===== src/rtl/fe_capture_param.sv =====
`default_nettype none
// +--------------------------------------------------------------------------+
// | fe_capture_param : front-end byte/status capture into timestamped records |
// | Revision 1.0                                                             |
// +--------------------------------------------------------------------------+
module fe_capture_param #(
  parameter int pDATA_WIDTH        = 8,
  parameter int pSTAT_WIDTH        = 5,
  parameter int pSHORT_TS_WIDTH    = 3,
  parameter int pFULL_TS_WIDTH     = 16,
  parameter int pCAPTURE_LEN_WIDTH = 24,
  parameter int pDROP_CNT_WIDTH    = 16
) (
  input  logic                                                        fe_clk,
  input  logic                                                        reset_n,
  input  logic [pDATA_WIDTH-1:0]                                      fe_data,
  input  logic                                                        fe_rxvalid,
  input  logic [pSTAT_WIDTH-1:0]                                      fe_status,
  input  logic                                                        I_arm,
  input  logic                                                        I_capture_enable,
  input  logic [pCAPTURE_LEN_WIDTH-1:0]                               I_capture_len,
  input  logic [1:0]                                                  I_mode,
  input  logic                                                        I_timestamps_disable,
  input  logic                                                        I_fifo_full,
  output logic                                                        O_fifo_wr,
  output logic [2+pSHORT_TS_WIDTH+pDATA_WIDTH+pSTAT_WIDTH-1:0]        O_fifo_data,
  output logic                                                        O_capturing,
  output logic                                                        O_capture_done,
  output logic [pDROP_CNT_WIDTH-1:0]                                  O_drop_count,
  output logic                                                        O_overflow,
  output logic [pDATA_WIDTH-1:0]                                      O_pm_data,
  output logic                                                        O_pm_wr
);

  localparam int REC_W = 2 + pSHORT_TS_WIDTH + pDATA_WIDTH + pSTAT_WIDTH;

  localparam logic [1:0] CMD_DATA       = 2'b00;
  localparam logic [1:0] CMD_TIME       = 2'b01;
  localparam logic [1:0] CMD_STAT       = 2'b10;
  localparam logic [1:0] MODE_DATA_ONLY = 2'd1;
  localparam logic [1:0] MODE_STAT_ONLY = 2'd2;

  localparam logic [pFULL_TS_WIDTH-1:0] SHORT_MAX =
    {{(pFULL_TS_WIDTH-pSHORT_TS_WIDTH){1'b0}}, {pSHORT_TS_WIDTH{1'b1}}};
  localparam logic [pFULL_TS_WIDTH-1:0] FULL_LAST = {{(pFULL_TS_WIDTH-1){1'b1}}, 1'b0};
  localparam logic [pFULL_TS_WIDTH-1:0] IDLE_ONE  = {{(pFULL_TS_WIDTH-1){1'b0}}, 1'b1};
  localparam logic [pCAPTURE_LEN_WIDTH-1:0] LEN_ONE = {{(pCAPTURE_LEN_WIDTH-1){1'b0}}, 1'b1};
  localparam logic [pDROP_CNT_WIDTH-1:0] DROP_ONE   = {{(pDROP_CNT_WIDTH-1){1'b0}}, 1'b1};

  typedef enum logic [0:0] {
    ST_IDLE  = 1'b0,
    ST_ARMED = 1'b1
  } state_t;

  state_t                          state_q;
  logic [pDATA_WIDTH-1:0]          data_q;
  logic                            rxvalid_q;
  logic [pSTAT_WIDTH-1:0]          status_q;
  logic [pSTAT_WIDTH-1:0]          status_prev_q;
  logic [pCAPTURE_LEN_WIDTH-1:0]   rec_cnt_q;
  logic [pFULL_TS_WIDTH-1:0]       idle_q;
  logic [pFULL_TS_WIDTH-1:0]       idle_d;
  logic [pDROP_CNT_WIDTH-1:0]      drop_q;
  logic                            done_q;
  logic                            ovf_q;
  logic                            wr_q;
  logic [REC_W-1:0]                rec_q;
  logic [REC_W-1:0]                rec_d;

  logic                            data_ok;
  logic                            stat_ok;
  logic                            raw_ev;
  logic                            d_data_ev;
  logic                            d_ev;
  logic                            capturing;
  logic                            gen;
  logic [pCAPTURE_LEN_WIDTH-1:0]   cnt_inc;
  logic [pDROP_CNT_WIDTH-1:0]      drop_inc;

  assign data_ok   = (I_mode != MODE_STAT_ONLY);
  assign stat_ok   = (I_mode != MODE_DATA_ONLY);
  assign raw_ev    = (fe_rxvalid && data_ok) || ((fe_status != status_q) && stat_ok);
  assign d_data_ev = rxvalid_q && data_ok;
  assign d_ev      = d_data_ev || ((status_q != status_prev_q) && stat_ok);
  assign capturing = (state_q == ST_ARMED) && I_capture_enable &&
                     ((rec_cnt_q < I_capture_len) || (I_capture_len == '0));
  assign cnt_inc   = (rec_cnt_q == '1) ? rec_cnt_q : rec_cnt_q + LEN_ONE;
  assign drop_inc  = (drop_q == '1) ? drop_q : drop_q + DROP_ONE;

  // An upcoming raw event that would overflow the short time field is preceded
  // by a TIME record, so the stage-D record after it always carries time 0.
  always_comb begin
    rec_d  = '0;
    gen    = 1'b0;
    idle_d = idle_q;
    if (capturing) begin
      if (d_ev) begin
        gen                                   = 1'b1;
        rec_d[1:0]                            = d_data_ev ? CMD_DATA : CMD_STAT;
        rec_d[2 +: pSHORT_TS_WIDTH]           = I_timestamps_disable ? '0 : idle_q[pSHORT_TS_WIDTH-1:0];
        if (d_data_ev) begin
          rec_d[2+pSHORT_TS_WIDTH +: pDATA_WIDTH] = data_q;
        end
        rec_d[REC_W-1 -: pSTAT_WIDTH]         = status_q;
        idle_d                                = '0;
      end else if (I_timestamps_disable) begin
        idle_d = '0;
      end else if ((raw_ev && (idle_q >= SHORT_MAX)) || (idle_q == FULL_LAST)) begin
        gen                        = 1'b1;
        rec_d[1:0]                 = CMD_TIME;
        rec_d[2 +: pFULL_TS_WIDTH] = idle_q + IDLE_ONE;
        idle_d                     = '0;
      end else begin
        idle_d = idle_q + IDLE_ONE;
      end
    end
  end

  always_ff @(posedge fe_clk or negedge reset_n) begin
    if (!reset_n) begin
      state_q       <= ST_IDLE;
      data_q        <= '0;
      rxvalid_q     <= 1'b0;
      status_q      <= '0;
      status_prev_q <= '0;
      rec_cnt_q     <= '0;
      idle_q        <= '0;
      drop_q        <= '0;
      done_q        <= 1'b0;
      ovf_q         <= 1'b0;
      wr_q          <= 1'b0;
      rec_q         <= '0;
    end else begin
      data_q        <= fe_data;
      rxvalid_q     <= fe_rxvalid;
      status_q      <= fe_status;
      status_prev_q <= status_q;
      if (I_arm) begin
        state_q   <= ST_ARMED;
        rec_cnt_q <= '0;
        idle_q    <= '0;
        drop_q    <= '0;
        done_q    <= 1'b0;
        ovf_q     <= 1'b0;
        wr_q      <= 1'b0;
      end else begin
        idle_q <= idle_d;
        wr_q   <= gen && !I_fifo_full;
        if (gen) begin
          rec_cnt_q <= cnt_inc;
          if ((I_capture_len != '0) && (cnt_inc == I_capture_len)) begin
            done_q <= 1'b1;
          end
          // Dropped records still count toward the limit.
          if (I_fifo_full) begin
            drop_q <= drop_inc;
            ovf_q  <= 1'b1;
          end else begin
            rec_q <= rec_d;
          end
        end
      end
    end
  end

  assign O_fifo_wr      = wr_q;
  assign O_fifo_data    = rec_q;
  assign O_capturing    = capturing;
  assign O_capture_done = done_q;
  assign O_drop_count   = drop_q;
  assign O_overflow     = ovf_q;
  assign O_pm_data      = data_q;
  assign O_pm_wr        = rxvalid_q;

endmodule
`default_nettype wire


===== config.mk =====
export PLATFORM = sky130hd
export DESIGN_NAME = fe_capture_param
export DESIGN_NICKNAME = d
export VERILOG_FILES = /design/src/rtl/fe_capture_param.sv
export SDC_FILE = /design/constraint.sdc
export NUM_CORES = 1
export LEC_CHECK = 0
export CORE_ASPECT_RATIO = 0.7
export CORE_MARGIN = 4
export CORE_UTILIZATION = 36
export CTS_CLUSTER_DIAMETER = 80
export DETAILED_ROUTE_END_ITERATION = 12
export GPL_TIMING_DRIVEN = 0
export RECOVER_POWER = 100
export SLEW_MARGIN = 20
export SYNTH_ARGS = -nofsm -noshare
export SYNTH_HDL_FRONTEND = slang
export SYNTH_SLANG_ARGS = --single-unit

===== constraint.sdc =====
create_clock -name fe_clk -period 8 [get_ports fe_clk]
set_clock_uncertainty 0.05 [all_clocks]
set_input_delay 1.2 -clock fe_clk [delete_from_list [all_inputs] [get_ports fe_clk]]
set_output_delay 1.2 -clock fe_clk [all_outputs]
set_load 0.05 [all_outputs]

# Word-level counts from Yosys, hierarchy flattened
# Index checks and enable logic that the tools add are counted.
# W data, S select, Z words.
[word_totals] word_cells=82 out_inout_bits=47 inputBits=46 register_bits=97
[op_classes] mux=30 n_reduce_logical=24 bitwise_logic=2 order_cmp=2 n_addsub=3 eq_ne=9
[ops] op="$mux W16" count=9
[ops] op="$mux W18" count=4
[ops] op="$mux W24" count=3
[ops] op="$add A16 B1 Y16 const B" count=2
[ops] op="$eq A16 B16 Y1 const B" count=2
[ops] op="$add A24 B1 Y24 const B" count=1
[ops] op="$eq A24 B24 Y1" count=1
[ops] op="$eq A24 B24 Y1 const B" count=1
[ops] op="$logic_not A24 Y1" count=1
[ops] op="$lt A24 B24 Y1" count=1
[ops] op="$reduce_bool A24 Y1" count=1
[ops] op="$ge A16 B3 Y1 const B" count=1
[ops] op="$mux W1" count=11
[ops] op="$ne A5 B5 Y1" count=2
[ops] op="$logic_and A1 B1 Y1" count=9
[ops] op="$mux W8" count=1
[ops] op="$reduce_bool A2 Y1" count=4
[ops] op="$reduce_and A3 Y1" count=2
[ops] op="$logic_or A1 B1 Y1" count=4
[ops] op="$ne A2 B2 Y1 const B" count=2
[ops] op="$reduce_and A2 Y1" count=2
[ops] op="$mux W3" count=1
[ops] op="$mux W2" count=1
[ops] op="$ne A2 B1 Y1 const B" count=1
[ops] op="other kinds (2)" count=3

# Longest topological paths before layout
[depth] depth_word=11 depth_mapped=12 ltp_nobuf=10

# Worst setup path before layout
# OpenSTA, ideal clock, no wires.
[synth_path] path_kind="input to output" startpoint="in I_capture_len[7]" endpoint="out O_capturing" required_ps=6750 stages=7 setup_slack_ps=3752 n_path_buf=0 t_arrival_ps=2998 path_cell_list="inv_1 -> ha_1 -> and4_1 -> and2_1 -> a211oi_1 -> o311ai_0 -> nor2_1"
[synth_between] elab_chain_len=3
[synth_rtl] item="from (decl)" line_no="21" source="input logic [pCAPTURE_LEN_WIDTH-1:0] I_capture_len,"
[synth_rtl] item="$lt A24 B24 Y1 / $logic_not A24 Y1 (equally long branches)" line_no="86" source="((rec_cnt_q < I_capture_len) || (I_capture_len == '0));"
[synth_rtl] item="$logic_or A1 B1 Y1 (*)" line_no="86"
[synth_rtl] item="$logic_and A1 B1 Y1 (*)" line_no="85" source="assign capturing = (state_q == ST_ARMED) && I_capture_enable &&"
[synth_rtl] item="to (decl)" line_no="27" source="output logic O_capturing,"
# Mark *: on every way between the ends. The rest lies on a longest branch, timed or not.

# Worst setup path after layout
[layout_path] startpoint="in I_capture_len[5]" endpoint="out O_capturing"
# The elaborated chain is that of the path after synthesis.

==> key figures <==
Route
  – Avg Vias per Cell: 5.72
  – Vias: 6046
  – 1st-iter DRT viols: approximately 650
  – Met2 routed WL: 8230 um
  – Drt first pass iters: 5
  – Wl on met1: 10600 um
  – Drt drc: 0
  – Top layer in use: met4
  – Met3 Wirelength: 1860 um
  – Avg WL per Cell: 19.7 um
  – ANT nets after route: 0
  – Routed WL: 20800 um

Setup path
  – Crit path capture type: output port
  – Required time of the critical path: 6.75 ns
  – Crit path max fanout: 4
  – WS Path Type: in2out
  – Critical path arrival: 4.69 ns
  – Worst setup SP type: input port

Timing
  – Max-slew violations: 100
  – Worst-margin pin slew: between 3 and 4 ns
  – Final period utilization: 74.2%
  – RSZ-0062 raised after global routing: no
  – Slew headroom: -120%
  – Setup-failing EPs final: 0
  – Final min period: roughly 5.9 ns
  – Fmax: 0.168 GHz
  – Final worst slack: 2.06 ns
  – Setup TNS: 0 ns
  – Final Hold Viols: 0

Synthesis
  – Syn avg cell area: 8.95 sq um
  – Yosys reg bits: 97
  – EDFF count, synth: 0
  – Syn. warnings: 0
  – Top cell type's share of synthesized area: 37.8%
  – Yosys top cell by area: dfrtp_1
  – Cells after synthesis: 717
  – Netlist cell types: 70
  – Sequential share of the synthesized area: 37.8%
  – Synthesized cell area: 6420 sq um
  – Synth area leaders: dfrtp_1 38%, ha_1 5.3%, xnor2_1 4.5%, nand2_1 4.3%, a21oi_1 4.0%
  – Synthesized net count: 790
  – Fraction of registers with async set/reset: between 90% and 100%
  – Main synth FF type: dfrtp_1

Pwr
  – Pwr dens: 154 nW/um^2
  – Leak Pwr: 0.00322 uW
  – VDD IR max: 93.2 uV

Clock network
  – Worst-Skew Late Latency: 0.35 ns
  – Clock buffer depth: 2
  – Clk root buf: clkbuf_16
  – CTS resizes: 0
  – Worst-path clk slew: about 0.07 ns
  – # hold bufs at CTS: 0
  – Post-CTS Setup Inserts: 0
  – Sinks on Clock Net: 97
  – CTS tree: yes
  – Number of CTS-inserted buffers: 9
  – H-tree depth: 3

Floorplan
  – Row cnt: 40
  – Die H: 120 um
  – Die width: 168 um
  – CORE AREA: ~17000 sq um
  – I/O pin total: 93
  – Die ar.: 20100 sq um
  – Initial Utilization: 37.1%

Final layout
  – Diodes inserted: 0
  – Fillers: 1719
  – Area growth, synth to finish: 23.5%
  – Layout cells sized above 1: 4.84%
  – Final nets: 894

Run
  – Total of max-cap violations: 2

Global routing
  – First-pass GRT wire length: 33300 um
  – Initial antenna violation count: 0
  – Vias in the first global route: 5714
  – Largest net degree at the start of global routing: 62
  – Gr ovfl total: 0
  – Gr usage total: 20.8%

Placed design
  – Routability congestion estimate: 0.962
  – I/O Buffers: 92
  – Place WS: 2.31 ns
  – DP HPWL: between 15000 and 20000 um

Status
  – Status: finished, violations left
  – Failing checks: capacitance limit, slew limit

Worst hold path
  – HP Class: reg2reg
==> layout by cell type (no fill, tap or decap), drive strengths merged, types with 4 or more instances in the layout <==
master | synthesis | final
clkbuf | 30 | 45
nand2 | 73 | 73
inv | 31 | 33
and3 | 9 | 9
and2 | 11 | 11
mux2i | 4 | 4
a311oi | 4 | 4
and4 | 9 | 9
nor2 | 27 | 27
nand4 | 25 | 25
a211oi | 6 | 6
clkdlybuf4s50 | 0 | 27
nor2b | 4 | 4
buf | 10 | 7
a2111oi | 4 | 4
dlygate4sd3 | 0 | 64
or3 | 12 | 12
or4 | 24 | 24
a21oi | 52 | 52
o21ai | 51 | 51
nand2b | 6 | 6
o41ai | 4 | 4
xnor2 | 33 | 33
mux2 | 17 | 17
xor2 | 21 | 21
o31ai | 25 | 25
or2 | 4 | 4
dfrtp | 97 | 97
nor3 | 16 | 16
ha | 27 | 27
nand3 | 27 | 27
nor4 | 17 | 17
a31oi | 5 | 5
==> registers in the layout, summed over array words and instances (netlist names) <==
| name | count |
|---|---|
| status_prev_q | 5 |
| O_fifo_data | 18 |
| O_overflow | 1 |
| idle_q | 16 |
| O_capture_done | 1 |
| status_q | 5 |
| O_drop_count | 16 |
| state_q | 1 |
| O_fifo_wr | 1 |
| O_pm_data | 8 |
| O_pm_wr | 1 |
| rec_cnt_q | 24 |
==> critical path, stage by stage <==
cell           delay [ns]
dlygate4sd3_1        0.63
inv_1                0.13
ha_1                 0.33
and4_1               0.18
and2_1               0.15
a211oi_1             0.60
o311ai_0             0.42
nor2_1               0.16
dlygate4sd3_1        0.89
==> per-layer routing <==
| metal | GRT usage (%) | vias to the layer above |
|---|---|---|
| met4 | 3.55 | 0 |
| met3 | 5.76 | 14 |
| met5 | 0 | - |
| met2 | 27.3 | 224 |
| met1 | 33.5 | 2919 |
| li1 | - | 2889 |
==> power by group <==
group          total, uW  switching, uW  internal [uW]  leakage, uW
Clock                476            200            276     0.000153
Sequential           526           14.9            511      0.00129
Combinational        221            148           72.7      0.00178
Total               1220            363            860      0.00322
==> cell families after synthesis <==
group,after synthesis,synth area share (%)
XOR/XNOR,54,7.37
multiplexers,21,3.61
adder cells (fa/ha/maj),27,5.26
AND/OR/NAND/NOR,269,23.4
buffers and inverters,71,4.66
flip-flops,97,37.8
AO/OA/AOI/OAI,178,17.9
==> metrics by stage <==
step | cells | instance area (sq um) | util [%] | power [uW] | hold slack, ns
2_1_floorplan | 717 | 6420 | - | 659 | 0.378
4_1_cts | 1057 | 7980 | 46.1 | 1240 | 0.426
3_3_place_gp | 1040 | 7630 | 44.0 | 765 | 0.404
3_5_place_dp | 1041 | 7660 | 44.2 | 768 | 0.415
5_1_grt | 1057 | 7920 | 45.8 | 1270 | 0.452
6_report | 1057 | 7920 | 45.8 | 1220 | 0.425
==> Yosys cell counts (5+ instances only) <==
cell type	number
a211oi_1	6
a21oi_1	51
a31oi_1	5
and2_1	11
and3_1	9
and4_1	9
buf_2	6
clkbuf_1	28
dfrtp_1	97
ha_1	27
inv_1	30
mux2_1	14
nand2_1	73
nand2b_1	6
nand3_1	26
nand4_1	24
nor2_1	26
nor3_1	14
nor4_1	16
o21ai_0	48
o31ai_1	25
or3_1	12
or4_1	23
xnor2_1	33
xor2_1	21
==> path summary, 6_finish.rpt <==
path,startpoint,end,slack [ns],depth (start not counted)
hold / removal,status_q[3],status_prev_q[3],0.42,0
setup reg to reg,rec_cnt_q[0],O_capture_done,3.87,8
setup / recovery,I_capture_len[5],O_capturing,2.06,9
max in group asynchronous,reset_n,idle_q[8],2.45,2
min in group asynchronous,reset_n,rec_cnt_q[8],1.45,1
hold reg to reg,status_q[3],status_prev_q[3],0.42,0
==> layout make-up <==
type | instances | area, sq um | area share (%)
multi-input cells | 549 | 3680 | 46.5
flip-flops and latches | 97 | 2430 | 30.6
repair buffers | 93 | 918 | 11.6
well taps | 231 | 289 | 3.65
clock buffers | 10 | 229 | 2.89
plain buffers | 40 | 170 | 2.15
inverters | 31 | 116 | 1.47
clock inverters | 6 | 90.1 | 1.14
Note: power is estimated with default switching activity, not from simulation.
